===== src/rtl/pow_pkg.sv =====
// Shared constants and helpers for the 5th-power pipeline and its consumers.
package pow_pkg;

   localparam int unsigned POW_W               = 8;
   localparam int unsigned POW_FIFO_DEPTH_LOG2 = 2;

   // Ceiling log2, for sizing counters at elaboration time.
   function automatic int unsigned clog2(input int unsigned value);
      int unsigned res;
      int unsigned v;
      res = 0;
      v   = 1;
      while (v < value) begin
         v   = v << 1;
         res = res + 1;
      end
      return res;
   endfunction

endpackage


===== src/rtl/pow_fifo_mem.sv =====
// Simple dual-port storage: synchronous write, asynchronous show-ahead read.
module pow_fifo_mem
   import pow_pkg::*;
#(
   parameter int unsigned w          = POW_W,
   parameter int unsigned depth_log2 = POW_FIFO_DEPTH_LOG2
) (
   input  logic                  clk,
   input  logic                  wr_en,
   input  logic [depth_log2-1:0] wr_ptr,
   input  logic [w-1:0]          wr_data,
   input  logic [depth_log2-1:0] rd_ptr,
   output logic [w-1:0]          rd_data
);

   localparam int unsigned DEPTH = 1 << depth_log2;

   logic [w-1:0] mem [DEPTH];

   // Contents are deliberately not reset; validity is tracked by the occupancy count.
   always_ff @(posedge clk) begin
      if (wr_en) begin
         mem[wr_ptr] <= wr_data;
      end
   end

   assign rd_data = mem[rd_ptr];

endmodule


===== src/rtl/pow_res_fifo.sv =====
// Buffers final-stage pipeline results for a slower valid/ready sink, with sticky overflow.
module pow_res_fifo
   import pow_pkg::*;
#(
   parameter int unsigned w          = POW_W,
   parameter int unsigned depth_log2 = POW_FIFO_DEPTH_LOG2
) (
   input  logic                  clk,
   input  logic                  rst,
   input  logic                  clk_en,
   input  logic                  in_vld,
   input  logic [w-1:0]          in_data,
   output logic                  out_vld,
   input  logic                  out_rdy,
   output logic [w-1:0]          out_data,
   output logic [depth_log2:0]   count,
   output logic                  ovf,
   input  logic                  ovf_clr
);

   localparam int unsigned DEPTH = 1 << depth_log2;
   localparam int unsigned CW    = clog2(DEPTH + 1);

   logic [depth_log2-1:0] wr_ptr;
   logic [depth_log2-1:0] rd_ptr;
   logic                  push;
   logic                  pop;
   logic                  full;
   logic                  accept;
   logic                  drop;

   assign push    = clk_en & in_vld;
   assign out_vld = (count != '0);
   assign pop     = out_vld & out_rdy;
   assign full    = (count == CW'(DEPTH));
   // A pop in the same cycle frees the slot the push needs.
   assign accept  = push & (~full | pop);
   assign drop    = push & full & ~pop;

   always_ff @(posedge clk or posedge rst) begin
      if (rst) begin
         wr_ptr <= '0;
         rd_ptr <= '0;
         count  <= '0;
         ovf    <= 1'b0;
      end else begin
         if (accept) begin
            wr_ptr <= wr_ptr + depth_log2'(1);
         end
         if (pop) begin
            rd_ptr <= rd_ptr + depth_log2'(1);
         end
         if (accept && !pop) begin
            count <= count + CW'(1);
         end else if (pop && !accept) begin
            count <= count - CW'(1);
         end
         // Set takes priority so a drop coinciding with a clear is not lost.
         if (drop) begin
            ovf <= 1'b1;
         end else if (ovf_clr) begin
            ovf <= 1'b0;
         end
      end
   end

   pow_fifo_mem #(
      .w          (w),
      .depth_log2 (depth_log2)
   ) u_mem (
      .clk     (clk),
      .wr_en   (accept),
      .wr_ptr  (wr_ptr),
      .wr_data (in_data),
      .rd_ptr  (rd_ptr),
      .rd_data (out_data)
   );

endmodule


===== config.mk =====
export PLATFORM = sky130hd
export DESIGN_NAME = pow_res_fifo
export DESIGN_NICKNAME = d
export VERILOG_FILES = /design/src/rtl/pow_pkg.sv /design/src/rtl/pow_fifo_mem.sv /design/src/rtl/pow_res_fifo.sv
export SDC_FILE = /design/constraint.sdc
export NUM_CORES = 1
export LEC_CHECK = 0
export CAP_MARGIN = 20
export CORE_UTILIZATION = 51
export CTS_BUF_LIST = sky130_fd_sc_hd__clkbuf_16
export DETAILED_ROUTE_END_ITERATION = 8
export DONT_BUFFER_PORTS = 1
export PLACE_DENSITY = 0.66
export SYNTH_ARGS = -nofsm -noshare
export SYNTH_HDL_FRONTEND = slang
export SYNTH_SLANG_ARGS = --single-unit

===== constraint.sdc =====
create_clock -name clk -period 4.15 [get_ports clk]
set_clock_uncertainty 0.2 [all_clocks]
set_input_delay 1.0375 -clock clk [delete_from_list [all_inputs] [get_ports clk]]
set_output_delay 1.0375 -clock clk [all_outputs]
set_load 0.005 [all_outputs]

==> results of run 1 <==
## power by group
part           total [W]  switching [W]  internal (W)
registers       0.000594      0.0000866      0.000507
logic           0.000240      0.0000966      0.000144
clock network   0.000346       0.000131      0.000215
## layout make-up
cell class / instances / area, µm²
fillers: 230 / 1230
flip-flops and latches: 40 / 1160
multi-input cells: 34 / 425
clock buffers: 5 / 125
well taps: 44 / 55.1
inverters: 5 / 18.8
clock inverters: 2 / 8.76
## sequential cells by signal, indices dropped and copies added, names as in the netlist
signal	count
count	3
ovf	1
u_mem.mem	32
rd_ptr	2
wr_ptr	2
## cell families (layout without fill, tap and decap cells)
logic type / count (synthesis) / in the layout
multiplexers: 10 / 10
adder cells (fa/ha/maj): 6 / 6
XOR/XNOR: 6 / 6
flip-flops: 40 / 40
AO/OA/AOI/OAI: 1 / 1
AND/OR/NAND/NOR: 11 / 11
buffers and inverters: 8 / 12
## cells in the final DEF, fill, tap and decap left out, types with 2 or more instances in the layout
cell type,netlist,layout
and2_2,4,4
clkbuf_16,0,5
dfrtp_1,8,8
edfxtp_1,32,32
ha_1,5,5
inv_1,5,6
mux4_2,8,8
nand2_1,2,2
xnor2_1,4,4
xor2_1,2,2
## path summary, 6_finish.rpt
kind / from / endpoint / slack (ns) / depth (start not counted)
max in group asynchronous: rst / count[0] / 3.13 / 1
max: rd_ptr[0] / out_data[1] / 1.31 / 1
min reg2reg: count[2] / count[2] / 0.33 / 1
min in group asynchronous: rst / count[2] / 0.39 / 1
min: count[2] / count[2] / 0.33 / 1
max reg2reg: count[0] / count[1] / 1.68 / 6
## per-layer routing
metal	part of all wire	vias up	global-route usage	routed length [µm]
met1	0.43	360	0.177	958
li1	-	314	-	-
met2	0.50	16	0.245	1120
met5	0	-	0	0
met3	0.056	4	0.0681	125
met4	0.015	0	0.0816	33
## cell usage after synthesis, drive strengths merged
library cell / number / share of area
buf: 3 / 0.012
edfxtp: 32 / 0.59
nor2b: 1 / 0.0085
or4b: 1 / 0.0062
nand3: 1 / 0.0031
ha: 5 / 0.038
xnor2: 4 / 0.022
mux2: 2 / 0.016
dfrtp: 8 / 0.12
or3: 1 / 0.0046
nor2: 1 / 0.0023
xor2: 2 / 0.011
mux4: 8 / 0.11
and2: 4 / 0.018
o22ai: 1 / 0.0039
fa: 1 / 0.012
nand2: 2 / 0.0046
inv: 5 / 0.012
## through the flow
| stage | util | setup WS, ns | cell area (µm²) | std cells |
|---|---|---|---|---|
| global placement | 0.548 | 1.19 | 1660 | 123 |
| detailed placement | 0.548 | 1.17 | 1660 | 123 |
| global route | 0.593 | 1.19 | 1790 | 130 |
| floorplan | - | 1.13 | 1630 | 82 |
| CTS | 0.593 | 1.25 | 1790 | 130 |
| finish | 0.593 | 1.31 | 1790 | 130 |
==> results.txt, run 1 <==
outcome: finished, final reports clean
hold crit path type: flip-flop to flip-flop
crit path capture type: output port
RSZ-0062 raised after global routing: no
CTS HTree Levels: 2
antenna violations before repair: 0
# DRC: 0
setup TNS: 0 ns
Detailed Place HPWL: 1510 µm
Hold WS: 0.330 ns
worst setup path class: flip-flop to output port
CORE AREA: 3030 µm²
Final Setup Violations: 0
WP data required: 2.91 ns
port buffer count: 0
grt ovf: 0
fin. max-slew vios: 0
post-synthesis adder-cell area fraction: 0.0508
yosys warns: 0
Worst EP arrival: 1.60 ns
max incr delay on CP: 0.72 ns
Boundary Pins: 27
Mapped Area: 1630 µm²
number of synthesized register bits: 40
post-CTS sizing: 0
die area: 3420 µm²
Post-CTS Setup Bufs: 0
post-synthesis cell count: 82
Mapped Nets: 102
DRT antenna net count: 0
via count: 694
vias in the first global route: 730
initial drt markers: 16
Reg clk slew, reported paths: 0.05 ns
complex-gate fraction of the synthesized area: 0.00385
total routed wirelength: 2230 µm
GP Congestion: 0.597
CTS tree: built
Leak: 0.642 nW
Nets: 106
number of antenna diodes: 0
Buf/Inv on CP: 0
Seq/Total Area, Yosys: 0.714
Max VDD drop: 0.357 mV
clk sinks: 40
Worst path slowest cell: dfrtp_1
post-synthesis simple-gate area fraction: 0.0477
TritonCTS buffer count: 5
multiplexer share of the synthesized area: 0.127
share of layout cells above drive strength 1: 0.256
hold_buf cts: 0
initial core utilization: 0.537
delay-heaviest family, CP: flip-flops
clk root buf: clkbuf_16
Avg Cell Area, Syn: 19.8 µm²
Die W: 58.5 µm
Max Cap Violations: 0
post-synthesis xor/xnor area fraction: 0.0323
first-pass GRT wire length: 3470 µm
main combinational cell family by area after synthesis: multiplexers
Chip Height: 58.5 µm
Rows: 20
largest net degree at the start of global routing: 12
Crit Path Max Fanout: 10
Total Power: 0.00118 W
area delta synth->final: 10.4%
fin crit share: 0.685
clock latency at the later pin of the worst-skew pair: 0.27 ns
total global-route track usage: 0.154
worst-path cell chain: mux4_2
Distinct cells, synth: 21
maximum clock rate: 352 MHz
clock buffer depth: 2
Power Dens Cells: 658 nW/µm²
wire per inst: 17.2 µm
Worst setup SP type: flip-flop
Max-slew headroom: 0.601
Least-Margin Pin Slew: 0.598 ns
Hold Vio Cnt, Final: 0
DR pass1 iterations: 3
vias per cell: 5.34
min Tclk post-route: 2.84 ns
No activity file was read; power rests on OpenSTA's default activity.
==> run 2, diff against run 1 <==
--- a/config.mk
+++ b/config.mk
@@ -10,7 +10,7 @@
 export CTS_BUF_LIST = sky130_fd_sc_hd__clkbuf_16
 export DETAILED_ROUTE_END_ITERATION = 8
 export DONT_BUFFER_PORTS = 1
-export PLACE_DENSITY = 0.66
+export PLACE_DENSITY = 0.69
 export SYNTH_ARGS = -nofsm -noshare
 export SYNTH_HDL_FRONTEND = slang
 export SYNTH_SLANG_ARGS = --single-unit
==> constraint.sdc (replaced) <==
create_clock -name clk -period 2.51 [get_ports clk]
set_clock_uncertainty 0.2 [all_clocks]
set_input_delay 0.6275 -clock clk [delete_from_list [all_inputs] [get_ports clk]]
set_output_delay 0.6275 -clock clk [all_outputs]
set_load 0.005 [all_outputs]
==> results.txt, run 2 (synthesis results as in run 1) <==
RSZ-0062 raised after global routing: no
Max VDD drop: 0.499 mV (+40%)
Post-Layout Cell Count: 134 (+3.1%)
Largest regs: u_mem.mem x32, count x3
die area: 3420 µm² (unchanged)
worst setup path end: count[2]
combinational group share of total power: 0.241 (+0.037)
Crit Path Max Fanout: 4 (-6)
Leak: 0.657 nW (+2.4%)
first-pass GRT wire length: 3840 µm (+11%)
Reg with most FFs: u_mem.mem
vias in the first global route: 780 (+6.8%)
Die W: 58.5 µm (unchanged)
Rows: 20 (unchanged)
commonest non-fill, non-tap cells in the layout: edfxtp_1 (32), mux4_2 (8), dfrtp_1 (8)
clk root buf: clkbuf_16
TritonCTS buffer count: 5 (unchanged)
Detailed Place HPWL: 1550 µm (+2.7%)
total routed wirelength: 2270 µm (+1.6%)
fin crit share: 0.939
via count: 716 (+3.2%)
Pint: 0.00147 W (+70%)
most common cell after layout, fill and taps aside: edfxtp_1
Least-Margin Pin Slew: 0.405 ns (-0.193 ns)
Max-slew headroom: 0.730 (+0.129)
DRT antenna net count: 0 (unchanged)
max FFs per register: 32 (unchanged)
WP data required: 2.51 ns (-0.40 ns)
CTS tree: built
total global-route track usage: 0.165 (+0.0107)
worst setup path class: flip-flop to flip-flop
clk sinks: 40 (unchanged)
Nets: 109 (+2.8%)
RR Endpoint: count[2]
# DRC: 0 (unchanged)
area delta synth->final: 13.2%
Sequential Power Share: 0.465 (-0.038)
initial drt markers: 15 (-1)
reg-to-reg slack, setup: 0.15 ns (-1.53 ns)
clock buffer depth: 2 (unchanged)
Worst EP arrival: 2.36 ns (+0.76 ns)
Reg clk slew, reported paths: 0.06 ns (about the same)
port buffer count: 0 (unchanged)
Boundary Pins: 27 (unchanged)
Worst setup SP type: flip-flop
setup TNS: 0 ns (unchanged)
outcome: finished, final reports clean
wire per inst: 16.9 µm (-1.4%)
RR Startpoint: count[2]
Power Dens Cells: 1090 nW/µm² (+66%)
Clk pwr share: 0.294 (about the same)
largest net degree at the start of global routing: 13 (+1)
filler cell count: 218 (-5.2%)
antenna violations before repair: 0 (unchanged)
CORE AREA: 3030 µm² (unchanged)
share of layout cells above drive strength 1: 0.311 (+0.0553)
clock latency at the later pin of the worst-skew pair: 0.28 ns (about the same)
Final Setup Violations: 0 (unchanged)
Layout Utilization: 0.608 (+0.0153)
Inst Count DP: 125 (+1.6%)
Hold Vio Cnt, Final: 0 (unchanged)
vias per cell: 5.34 (about the same)
Sw Pwr: 0.000538 W (+72%)
maximum clock rate: 424 MHz
Sw Share: 0.268 (+0.00193)
DR pass1 iterations: 2 (-1)
GP Congestion: 0.657 (+10%)
Total Power: 0.00201 W (+70%)
min Tclk post-route: 2.36 ns
Chip Height: 58.5 µm (unchanged)
initial core utilization: 0.537 (unchanged)
grt ovf: 0 (unchanged)
CTS HTree Levels: 2 (unchanged)
crit path capture type: flip-flop
Max Cap Violations: 0 (unchanged)
fin. max-slew vios: 0 (unchanged)
Critical Path Start: count[2]
number of antenna diodes: 0 (unchanged)
hold crit path type: input pin to flip-flop
R2R depth: 8 (+2)
## run 2: routing by layer
| metal | vias up | wire [µm] | track usage |
|---|---|---|---|
| met3 | 7 | 148 | 0.0703 |
| met4 | 0 | 60 | 0.0918 |
| li1 | 320 | - | - |
| met2 | 25 | 1140 | 0.259 |
| met5 | - | 0 | 0 |
| met1 | 364 | 920 | 0.191 |
## run 2: per-stage QoR
stage	area, µm²	hold WS [ns]	setup slack, ns
floorplan	1640	0.243	-0.00615
global placement	1690	0.287	0.0654
detailed placement	1690	0.292	0.0406
CTS	1840	0.233	0.138
global route	1840	0.231	0.00868
finish	1840	0.240	0.153
## run 2: cell type report
cell class	count	area [µm²]	area share
Timing Repair Buffer	3	25.0	0.0136
Clock buffer	5	125	0.0680
Multi-Input combinational cell	34	442	0.240
Clock inverter	3	13.8	0.00748
Tap cell	44	55.1	0.0299
Sequential cell	40	1160	0.631
Inverter	5	18.8	0.0102
## run 2: power by group through the flow
| stage | Sequential [W] | Clock (W) | Combinational [W] |
|---|---|---|---|
| floorplan | 0.000906 | 0 | 0.000424 |
| global placement | 0.000949 | 0 | 0.000477 |
| detailed placement | 0.000950 | 0 | 0.000493 |
| CTS | 0.000940 | 0.000607 | 0.000497 |
| global route | 0.000952 | 0.000628 | 0.000549 |
| finish | 0.000935 | 0.000591 | 0.000484 |
## run 2: worst min path at each step
stage                            endpoint       start  slack (ns)  depth (start not counted)
after floorplan                  count[0]         rst        0.24                          1
after global placement          wr_ptr[0]         rst        0.29                          1
after detailed placement        wr_ptr[0]         rst        0.29                          1
after CTS                 u_mem.mem[0][2]  in_data[2]        0.23                          0
after global routing      u_mem.mem[3][7]  in_data[7]        0.23                          0
final                     u_mem.mem[3][7]  in_data[7]        0.24                          0
## run 2: repair_timing
| item | CTS | global route |
|---|---|---|
| endpoints found under the hold margin | 8 | 0 |
| setup buffers | 0 | 0 |
| resized for setup | 0 | 0 |
| hold buffers | 1 | 0 |
## run 2: worst max-delay path, stage by stage, from the launching register on
cell     delay, ns
dfrtp_1       0.42
or3_2         0.53
nand2_1       0.16
ha_4          0.15
inv_2         0.03
fa_1          0.36
xor2_1        0.15
nor2_1        0.11
xor2_1        0.16
==> run 3, diff against run 2 <==
--- a/config.mk
+++ b/config.mk
@@ -5,12 +5,14 @@
 export SDC_FILE = /design/constraint.sdc
 export NUM_CORES = 1
 export LEC_CHECK = 0
+export ABC_CLOCK_PERIOD_IN_PS = 2700
 export CAP_MARGIN = 20
 export CORE_UTILIZATION = 51
 export CTS_BUF_LIST = sky130_fd_sc_hd__clkbuf_16
 export DETAILED_ROUTE_END_ITERATION = 8
 export DONT_BUFFER_PORTS = 1
-export PLACE_DENSITY = 0.69
+export PLACE_DENSITY = 0.66
 export SYNTH_ARGS = -nofsm -noshare
 export SYNTH_HDL_FRONTEND = slang
+export SYNTH_HIERARCHICAL = 1
 export SYNTH_SLANG_ARGS = --single-unit
==> constraint.sdc (replaced) <==
create_clock -name clk -period 2.7 [get_ports clk]
set_clock_uncertainty 0.2 [all_clocks]
set_input_delay 0.675 -clock clk [delete_from_list [all_inputs] [get_ports clk]]
set_output_delay 0.675 -clock clk [all_outputs]
set_load 0.005 [all_outputs]
==> results.txt, run 3 <==
vias in the first global route: 714 (-8.5%)
die area: 3320 µm² (-2.9%)
Avg Cell Area, Syn: 20.5 µm² (+3.3%)
initial drt markers: 14 (-1)
initial core utilization: 0.553 (+0.0159)
Largest regs: u_mem/mem x32, count x3
post-synth top area share: 0.610 (+0.0183)
post-synthesis cell count: 77 (-6.1%)
Nets: 100 (-8.3%)
max FFs per register: 32 (unchanged)
fin. max-slew vios: 0 (unchanged)
grt ovf: 0 (unchanged)
maximum clock rate: 407 MHz
antenna violations before repair: 0 (unchanged)
max incr delay on CP: 0.69 ns (+0.16 ns)
Reg clk slew, reported paths: 0.05 ns (about the same)
Max Cap Violations: 0 (unchanged)
Buf/Inv on CP: 0 (-1)
worst setup path class: flip-flop to output port
Chip Height: 57.6 µm (-1.5%)
failing checks: design-rule violations
Post-CTS Setup Bufs: 0 (unchanged)
clock buffer depth: 2 (unchanged)
Leak: 0.619 nW (-5.8%)
Boundary Pins: 27 (unchanged)
clk root buf: clkbuf_16
largest net degree at the start of global routing: 12 (-1)
Layout Utilization: 0.614 (+0.00575)
Power Dens Cells: 1030 nW/µm² (-5.4%)
Distinct cells, synth: 22 (+4.8%)
WP data required: 1.82 ns (-0.69 ns)
Final Setup Violations: 0 (unchanged)
share of layout cells above drive strength 1: 0.235 (-0.0758)
Crit Path Max Fanout: 9 (+5)
CTS tree: built
delay-heaviest family, CP: flip-flops
worst-path cell chain: mux4_2
Detailed Place HPWL: 1540 µm (-1.0%)
fin crit share: 0.909
min Tclk post-route: 2.45 ns
clock latency at the later pin of the worst-skew pair: 0.27 ns (about the same)
area leader, netlist: edfxtp_1
Mapped Nets: 93 (-8.8%)
DRT antenna net count: 0 (unchanged)
Reg with most FFs: u_mem/mem
DR pass1 iterations: 8 (+6)
async set-reset flop share out of synthesis: 0.200 (unchanged)
first-pass GRT wire length: 3480 µm (-9.3%)
top cells by count, synth: edfxtp_1 (32), dfrtp_1 (8), mux4_2 (8)
Rows: 19 (-5.0%)
Least-Margin Pin Slew: 0.563 ns (+0.158 ns)
number of synthesized register bits: 40 (unchanged)
Post-synth EDFFs: 32 (unchanged)
most common cell after layout, fill and taps aside: edfxtp_1
Worst EP arrival: 1.58 ns (-0.78 ns)
post-CTS sizing: 0 (unchanged)
Worst setup SP type: flip-flop
Die W: 57.6 µm (-1.5%)
Mapped Area: 1580 µm² (-3.0%)
setup TNS: 0 ns (unchanged)
clk sinks: 40 (unchanged)
crit path capture type: output port
GP Congestion: 0.612 (-6.7%)
CORE AREA: 2850 µm² (-5.8%)
Worst path slowest cell: dfrtp_1
outcome: finished, violations left
hold crit path type: input pin to async pin
commonest non-fill, non-tap cells in the layout: edfxtp_1 (32), dfrtp_1 (8), mux4_2 (8)
vias per cell: 5.85 (+9.5%)
total global-route track usage: 0.155 (-0.00944)
yosys warns: 6 (+6)
Hold Vio Cnt, Final: 0 (unchanged)
CTS HTree Levels: 2 (unchanged)
total routed wirelength: 2210 µm (-2.4%)
Synth Flop Type: edfxtp_1
Seq/Total Area, Yosys: 0.737 (+0.0221)
# DRC: 3 (+3)
number of antenna diodes: 0 (unchanged)
via count: 679 (-5.2%)
Max-slew headroom: 0.625 (-0.105)
Max VDD drop: 0.637 mV (+28%)
RSZ-0062 raised after global routing: no
area delta synth->final: 11.0%
count leader, synth: edfxtp_1
port buffer count: 0 (unchanged)
hold_buf cts: 0 (-1)
wire per inst: 19.1 µm (+13%)
pre-CTS setup slack: 0.219 ns (+0.179 ns)
dominant cells by area after synthesis: edfxtp_1 (61%), dfrtp_1 (13%), mux4_2 (11%)
worst setup margin: 0.245 ns (+0.0920 ns)
TritonCTS buffer count: 5 (unchanged)
[run 3: logic make-up (layout without fill, tap and decap cells)]
logic type	Yosys count	after routing	share of synthesized area
flip-flops	40	40	0.737
adder cells (fa/ha/maj)	2	2	0.0206
AND/OR/NAND/NOR	13	13	0.0619
AO/OA/AOI/OAI	1	1	0.00317
multiplexers	9	9	0.121
XOR/XNOR	7	7	0.0389
buffers and inverters	5	13	0.0175
[run 3: cell type report]
| class | count | area (µm²) |
|---|---|---|
| Clock inverter | 3 | 11.3 |
| Clock buffer | 5 | 125 |
| Fill cell | 213 | 1100 |
| Tap cell | 31 | 38.8 |
| Multi-Input combinational cell | 32 | 388 |
| Inverter | 3 | 11.3 |
| Sequential cell | 40 | 1160 |
| Timing Repair Buffer | 2 | 15.0 |
[run 3: through the flow]
step	total power [W]	cells	area, µm²	hold slack, ns
2_1_floorplan	0.00122	77	1580	0.244
3_3_place_gp	0.00128	108	1610	0.303
3_5_place_dp	0.00130	108	1610	0.316
6_report	0.00181	116	1750	0.0288
5_1_grt	0.00190	116	1750	0.0560
4_1_cts	0.00183	116	1750	0.0391
[run 3: worst paths after layout]
check / startpoint / endpoint / slack, ns / cells past startpoint
worst max-delay path: rd_ptr[0] / out_data[3] / 0.25 / 1
worst min-delay path: rst / count[0] / 0.03 / 1
worst max register to register: count[0] / count[1] / 0.35 / 6
worst min register to register: wr_ptr[1] / wr_ptr[1] / 0.32 / 1
max in group asynchronous: rst / wr_ptr[1] / 2.04 / 1
min in group clk: in_data[0] / u_mem/mem[3][0] / 0.29 / 0
[run 3: report_power, final]
part	internal, W	switching, W
logic	0.000218	0.000135
clock network	0.000331	0.000202
registers	0.000780	0.000141
[run 3: per-layer routing]
layer  GRT usage  share of wire  wire [µm]
met5           0              0          0
met4      0.0732         0.0068         15
met1       0.194           0.43        953
met3      0.0590          0.063        139
met2       0.241           0.50       1110
